`config.mk`:
```
export PLATFORM = sky130hd
export DESIGN_NAME = cflog_writer
export DESIGN_NICKNAME = d
export VERILOG_FILES = /design/src/rtl/cflog_writer.sv
export SDC_FILE = /design/constraint.sdc
export NUM_CORES = 1
export LEC_CHECK = 0
export BUFFER_PORTS_ARGS = -buffer_cell sky130_fd_sc_hd__buf_2
export CAP_MARGIN = 20
export CORE_UTILIZATION = 50
export DETAILED_ROUTE_END_ITERATION = 10
export PLACE_DENSITY = 0.75
export SYNTH_ARGS = -nofsm -noshare
export SYNTH_HDL_FRONTEND = slang
export SYNTH_SLANG_ARGS = --single-unit
```
`constraint.sdc`:
```
create_clock -name clk -period 5.95 [get_ports clk]
set_clock_uncertainty 0.15 [all_clocks]
set_input_delay 1.19 -clock clk [delete_from_list [all_inputs] [get_ports clk]]
set_output_delay 1.19 -clock clk [all_outputs]
set_load 0.005 [all_outputs]
```
`src/rtl/cflog_writer.sv`:
```
// cflog_writer: turns control-flow transfers and completed-loop summaries
// into 16-bit words written sequentially into the CF-Log region of TCB
// memory. Events are buffered in a small FIFO. When the log fills, the
// block requests a flush and waits for the TCB to acknowledge it.
module cflog_writer #(
    parameter logic [15:0] LOG_BASE   = 16'hE000,
    parameter int unsigned LOG_WORDS  = 256,
    parameter int unsigned CTR_SIZE   = 32,
    parameter logic [15:0] LOOP_TAG   = 16'hFFFF,
    parameter int unsigned FIFO_DEPTH = 4
) (
    input  logic                         clk,
    input  logic                         reset,
    input  logic                         hw_wr_en,
    input  logic [15:0]                  prev_pc,
    input  logic [15:0]                  pc,
    input  logic                         loop_detect,
    input  logic [CTR_SIZE-1:0]          loop_ctr,
    input  logic                         flush_ack,
    output logic                         log_wen,
    output logic [15:0]                  log_addr,
    output logic [15:0]                  log_data,
    output logic [$clog2(LOG_WORDS):0]   log_ptr,
    output logic                         flush_req,
    output logic                         overflow
);

    localparam int unsigned PW = $clog2(LOG_WORDS) + 1;
    localparam int unsigned AW = $clog2(FIFO_DEPTH);

    typedef enum logic [1:0] {S_IDLE, S_WR_A, S_WR_B, S_FULL} state_t;

    state_t        state, state_nxt;
    logic [PW-1:0] ptr;
    logic          ptr_inc;
    logic          pop;

    logic [15:0]   fifo_a [FIFO_DEPTH];
    logic [15:0]   fifo_b [FIFO_DEPTH];
    logic [AW-1:0] wr_idx, rd_idx, br_idx;
    logic [AW:0]   count, free_slots, n_push;

    logic          ld_q;
    logic [15:0]   lat_ctr;
    logic          loop_end, branch, push_loop, push_br, drop;

    // Only the low 16 bits of the loop counter are ever logged.
    logic          ctr_unused;
    assign ctr_unused = ^loop_ctr;

    assign loop_end   = ld_q && !loop_detect;
    assign branch     = hw_wr_en && !loop_detect;
    assign free_slots = (AW+1)'(FIFO_DEPTH) - count;
    // Loop record has priority; a coincident branch needs a second free slot.
    assign push_loop  = loop_end && (free_slots != '0);
    assign push_br    = branch && (push_loop ? (free_slots >= (AW+1)'(2))
                                             : (free_slots != '0));
    assign drop       = (loop_end && !push_loop) || (branch && !push_br);
    assign n_push     = (AW+1)'(push_loop) + (AW+1)'(push_br);
    assign br_idx     = push_loop ? wr_idx + AW'(1) : wr_idx;

    assign log_ptr    = ptr;
    assign log_addr   = LOG_BASE + 16'({ptr, 1'b0});

    // Loop-end detection and capture of the counter before loop_monitor clears it.
    always_ff @(posedge clk or posedge reset) begin
        if (reset) begin
            ld_q    <= 1'b0;
            lat_ctr <= '0;
        end else begin
            ld_q <= loop_detect;
            if (loop_detect)
                lat_ctr <= loop_ctr[15:0];
        end
    end

    // FIFO payload storage; contents are meaningless while count is zero.
    always_ff @(posedge clk) begin
        if (push_loop) begin
            fifo_a[wr_idx] <= LOOP_TAG;
            fifo_b[wr_idx] <= lat_ctr;
        end
        if (push_br) begin
            fifo_a[br_idx] <= prev_pc;
            fifo_b[br_idx] <= pc;
        end
    end

    // FIFO pointers, occupancy and the sticky drop flag.
    always_ff @(posedge clk or posedge reset) begin
        if (reset) begin
            wr_idx   <= '0;
            rd_idx   <= '0;
            count    <= '0;
            overflow <= 1'b0;
        end else begin
            wr_idx <= wr_idx + AW'(n_push);
            if (pop)
                rd_idx <= rd_idx + AW'(1);
            count <= count + n_push - (AW+1)'(pop);
            if (drop)
                overflow <= 1'b1;
        end
    end

    // Drain FSM state, log pointer and flush request.
    always_ff @(posedge clk or posedge reset) begin
        if (reset) begin
            state     <= S_IDLE;
            ptr       <= '0;
            flush_req <= 1'b0;
        end else begin
            state     <= state_nxt;
            flush_req <= (state == S_FULL) && !flush_ack;
            if (state == S_FULL && flush_ack)
                ptr <= '0;
            else if (ptr_inc)
                ptr <= ptr + PW'(1);
        end
    end

    // Next-state and write-port outputs; a record starts only when both words fit.
    always_comb begin
        state_nxt = state;
        log_wen   = 1'b0;
        log_data  = '0;
        ptr_inc   = 1'b0;
        pop       = 1'b0;
        case (state)
            S_IDLE: begin
                if (count != '0)
                    state_nxt = (ptr <= PW'(LOG_WORDS - 2)) ? S_WR_A : S_FULL;
            end
            S_WR_A: begin
                log_wen   = 1'b1;
                log_data  = fifo_a[rd_idx];
                ptr_inc   = 1'b1;
                state_nxt = S_WR_B;
            end
            S_WR_B: begin
                log_wen  = 1'b1;
                log_data = fifo_b[rd_idx];
                ptr_inc  = 1'b1;
                pop      = 1'b1;
                if (count > (AW+1)'(1))
                    state_nxt = (ptr + PW'(1) <= PW'(LOG_WORDS - 2)) ? S_WR_A : S_FULL;
                else
                    state_nxt = S_IDLE;
            end
            S_FULL: begin
                if (flush_ack)
                    state_nxt = S_IDLE;
            end
            default: state_nxt = S_IDLE;
        endcase
    end

endmodule

```
# ---- After elaboration in Yosys (flattened, before gate mapping)
# Memory sizes are Yosys's and may differ from the RTL's.
# Cells that the tools add are included.
dict set report word_totals {
  ram_bits 128
  n_memories 2
  regBits 37
  input_bits 69
  elab_cells 65
  output_inout_bits 44
}
# memory depth width read_ports rd_ports_with_merged_regs wr line_no
set mem_list {}
lappend mem_list {fifo_a 4 16 1 0 2 38} ;# logic [15:0] fifo_a [FIFO_DEPTH];
lappend mem_list {fifo_b 4 16 1 0 2 39} ;# logic [15:0] fifo_b [FIFO_DEPTH];
dict set report classes {
  magnitude_cmp 4
  n_reduce_logical 19
  add_sub_neg 9
  n_eq_ne 5
  mux 17
}
# cell count
set op_table {}
lappend op_table {{$pmux 16 s2} 1}
lappend op_table {{$le 9x8->1 const B} 2}
lappend op_table {{$mux 9} 2}
lappend op_table {{$add 14x11->15 const A} 1}
lappend op_table {{$mux 2} 6}
lappend op_table {{$add 9x1->9 const B} 1}
lappend op_table {{$logic_and 1x1->1} 8}
lappend op_table {{$pmux 2 s4} 1}
lappend op_table {{$mux 1} 7}
lappend op_table {{$reduce_bool 3->1} 2}
lappend op_table {{$add 2x1->2 const B} 2}
lappend op_table {{$eq 2x2->1 const B} 2}
lappend op_table {{$logic_not 1->1} 4}
lappend op_table {{$ne 2x2->1 const B} 2}
lappend op_table {{$add 3x2->3} 1}
lappend op_table {{$ge 3x2->1 const B} 1}
lappend op_table {{$gt 3x1->1 const B} 1}
lappend op_table {{$sub 3x1->3} 1}
lappend op_table {{$sub 3x3->3 const A} 1}
lappend op_table {{$add 1x1->2} 1}
lappend op_table {{$add 2x2->2} 1}
lappend op_table {{$eq 2x1->1 const B} 1}
lappend op_table {{$logic_not 2->1} 1}
lappend op_table {{$reduce_and 2->1} 1}
lappend op_table {{3 further kinds} 3}

# ---- Logic depth before layout (Yosys ltp)
dict set report depth {
  word_depth 8
  mapped_depth 15
  mapped_depth_nobuf 15
}

# ---- Worst setup path before layout
# No wires, ideal clock.
dict set report synth_path {
  path_type {in2reg}
  start {input port loop_detect}
  end {memory fifo_a[3][0] (enable)}
  cell_stages 7
  setup_ns 0.388
  n_path_buf 3
  required_time_ns 5.412
  slack_ns 2.425
  arrival_ns 2.988
  path_cell_list {buf_6 nor3b_4 buf_4 nand3_1 a21oi_4 buf_2 a21o_1}
}
# item line_no
set synth_rtl {}
lappend synth_rtl {{from (decl)} 17} ;# input logic loop_detect,
lappend synth_rtl {{to (decl)} 38}

# ---- Final worst setup path
dict set report layout_path {
  start {register rd_idx[0]}
  end {output port log_data[10]}
}
dict set report layout_between {
  elab_chain_len 2
  word_cells_on_any_way 3
  classes_between {mux: 1; memory: 2}
}
# item line_no
set layout_lines {}
lappend layout_lines {{from (decl)} 40} ;# logic [AW-1:0] wr_idx, rd_idx, br_idx;
lappend layout_lines {{from (signal assigned)} 99} ;# rd_idx <= rd_idx + AW'(1);
lappend layout_lines {{$mem_v2 4x16 (on tied branches)} n/a}
lappend layout_lines {{$pmux 16 s2 *} 129} ;# case (state)
lappend layout_lines {{to (decl)} 22} ;# output logic [15:0] log_data,
# Every way passes the cells marked *; elsewhere a longest branch is shown, timed or not.

==> impl_metrics.yaml <==
global_route:
  track_usage_pct: 21.5
  top_usage_layer: "met2"
  grt_max_degree: 38
  grt_pass1_wl_mm: 26.4
  grt-ovfl-total: 0
  met3_usage_pct: 5.05
  use_met2_pct: 36.8
  antenna_found_initial: 0
  grt_pass1_vias: 5000
  grtUsageMet1_pct: 26.8
yosys:
  syn_inst: 547
  synth-edff-count: 128
  synth-seq-cells: 165
  async_flop_share_pct: 22.4
  synth.cell_area_mm2: 0.00828
  synth_warnings: 0
  ys.flop_type: "edfxtp_1"
  syn-mean-instance-area_um2: 15.1
  yosysUniqueCellTypes: 44
  ys_seq_area_share_pct: 57.6
die:
  start_util_pct: 51.7
  dieArea_mm2: 0.0171
  die_h_um: 131
  core_area_mm2: 0.0160
  die_width_um: 131
  num_rows: 46
  io_pins: 113
min_path:
  holdPathEnd: "overflow$_DFFE_PP0P_"
  worstHoldStart: "overflow$_DFFE_PP0P_"
  holdCritPathClass: "reg2reg"
  whs_path_depth: 2
setup_path:
  cpPeakStageDelay_ns: 0.73
  crit_family: "flip-flops"
  cp.required_ns: 4.61
  crit_arrival_ns: 2.64
  regToRegEndpoint: "fifo_b[0][5]$_DFFE_PP_"
  ff2ff_path_depth: 9
  worstSetupPathType: "reg2out"
  worstPathMaxFanout: 19
  path_buf_inv: 2
  critPathLaunchType: "register"
  reg2reg_slack_ns: 2.37
  slowest_stage: "dfrtp_2"
  end_kind: "primary output"
  r2r_start: "count[0]$_DFF_PP0_"
  worstPathCellList: "buf_4, mux4_2, a22oi_1, nor2b_1, buf_2"
placed_design:
  placedCellCount: 817
  hpwl_mm: 10.5
  gp_congestion: 0.783
  io_buffers: 89
  dp_slack_ns: 1.68
sta:
  hold_viol_final: 0
  slew_violations: 0
  max_freq_ghz: 0.252
  period_share_pct: 66.8
  layout_min_cycle_time_ns: 3.98
  setup_ws_ns: 1.97
  hold_ws_ns: 0.322
  tightest_slew_ns: 1.12
  finalSetupViolations: 0
  fin_tns_setup_ns: 0
  grt_setup_unrepaired: "no"
  relSlewSlack_pct: 24.8
clocking:
  cts_root_buf: "clkbuf_16"
  clock-sinks: 165
  post_cts_buffers: 0
  cts_buffers: 17
  cts_tree: "done"
  cts_buffer_depth: 2
  cts-htree-levels: 4
  clk_pin_slew_ns: 0.06
  insertion_delay_ns: 0.43
  cts_resized: 0
  cts_hold_buf: 0
route:
  wl_mm: 16.9
  drc: 0
  firstDrtPassIters: 4
  dr.first_iter.drc_count: 257
  vias_per_cell: 5.54
  num_vias: 4702
  wl_per_cell_um: 19.9
  ant_nets: 0
finish:
  antenna_cells: 0
  drive_gt1_share_pct: 38.5
  regArea_mm2: 0.00477
  syn2layout_area_growth_pct: 13.0
  fin_util_pct: 58.4
  fill_cells: 1259
  final_nets: 712
  multi_input_comb_area_mm2: 0.00316
  fin_cells: 849
power:
  p_int_mw: 2.85
  ir_worst_vdd_mv: 0.263
  leakage_nw: 3.40
  p_per_area_mw_per_mm2: 453
  power.switching_mw: 1.39
  combPwrFrac_pct: 33.5
  seqPwrFrac_pct: 41.3
  clkPwrFrac_pct: 25.2
  swShare_pct: 32.8
status:
  outcome: "finished, final reports clean"
job:
  drv_cap: 0
## logic make-up after synthesis
kind of cell | after synthesis | share of synthesized area, %
AO/OA/AOI/OAI | 40 | 3.79
XOR/XNOR | 14 | 1.48
adder cells (fa/ha/maj) | 23 | 3.57
buffers and inverters | 66 | 4.46
flip-flops | 165 | 57.6
multiplexers | 112 | 20.0
other | 2 | 0.0907
AND/OR/NAND/NOR | 125 | 8.95
## metal layers
| metal | part of all wire (%) | wire (um) |
|---|---|---|
| met3 | 5.8 | 985 |
| met1 | 42 | 7060 |
| met4 | 1.5 | 259 |
| met2 | 51 | 8600 |
| met5 | 0 | 0 |
## area by class of cell
cell class | count | share of cell area, %
Sequential cell | 165 | 51.0
Multi-Input combinational cell | 321 | 33.8
Inverter | 18 | 0.723
Tap cell | 216 | 2.89
Clock inverter | 13 | 1.41
Timing Repair Buffer | 97 | 5.41
Clock buffer | 19 | 4.74
## through the flow
stage               instance area, um^2  power [mW]
global route                       9350        4.46
CTS                                9350        4.27
detailed placement                 8780        3.21
finish                             9350        4.24
global placement                   8780        3.15
floorplan                          8300        2.77
## synthesized netlist by cell type, types with 4 or more instances
master | number | area share (%)
clkbuf_1 | 16 | 0.73
mux2_1 | 42 | 5.7
nand2b_1 | 33 | 2.5
xnor2_1 | 10 | 1.1
xor2_1 | 4 | 0.42
edfxtp_1 | 128 | 46
nor2_1 | 11 | 0.50
dfrtp_1 | 37 | 11
or3_1 | 4 | 0.30
inv_1 | 16 | 0.73
or2_2 | 32 | 2.4
mux4_2 | 32 | 8.7
ha_1 | 22 | 3.3
a22oi_1 | 17 | 1.5
nand2_1 | 11 | 0.50
buf_4 | 20 | 1.8
o21ai_0 | 4 | 0.24
nor2b_1 | 17 | 1.3
mux2_4 | 10 | 1.8
buf_2 | 7 | 0.42
a21oi_1 | 6 | 0.36
mux2_2 | 28 | 3.8
buf_6 | 5 | 0.68
## tightest hold or removal path, stage by stage (launching register included)
cell and delay, ns:
dfrtp_1 0.34, inv_1 0.04, o31ai_1 0.05
## power groups by stage
stage | sequential, mW | combinational [mW] | clock (mW)
after global routing | 1.79 | 1.55 | 1.12
after detailed placement | 1.78 | 1.43 | 0
after floorplan | 1.65 | 1.12 | 0
after CTS | 1.76 | 1.43 | 1.08
final | 1.75 | 1.42 | 1.07
after global placement | 1.76 | 1.39 | 0
## cell usage in the layout, fill, tap and decap left out, types with 3 or more instances in the layout
cell type / instances
buf_2: 89
nand3_1: 3
clkbuf_16: 17
nor2_1: 11
nand2_1: 11
mux2_2: 28
xor2_1: 4
dfrtp_1: 35
ha_1: 22
clkinv_4: 3
xnor2_1: 10
o21ai_0: 4
mux2_4: 10
a22oi_1: 17
nor2b_1: 17
conb_1: 7
nand4_1: 3
mux2_1: 42
clkinv_2: 5
or3_1: 4
nand2b_1: 33
nor3_1: 3
a21oi_1: 6
or2_2: 32
mux4_2: 32
inv_1: 16
buf_4: 8
edfxtp_1: 128
## worst max-delay path by stage
stage                     startpoint                         end  slack [ns]  cells after the start
2_1_floorplan            loop_detect  fifo_a[3][0]$_SDFFCE_PN1P_        2.42                      7
3_3_place_gp             loop_detect      fifo_b[0][5]$_DFFE_PP_        1.70                      9
3_5_place_dp             loop_detect      fifo_b[0][5]$_DFFE_PP_        1.68                      9
4_1_cts        rd_idx[0]$_DFFE_PP0P_                log_data[12]        1.90                      5
5_1_grt        rd_idx[0]$_DFFE_PP0P_                log_data[10]        1.79                      5
6_report       rd_idx[0]$_DFFE_PP0P_                log_data[10]        1.97                      5
## sequential cells by signal (all words and copies together) (netlist names), 2 cells and up
register	count
state	2
fifo_b	64
log_ptr	9
rd_idx	2
fifo_a	64
count	3
wr_idx	2
lat_ctr	16
Power figures use the tool's default switching activity.
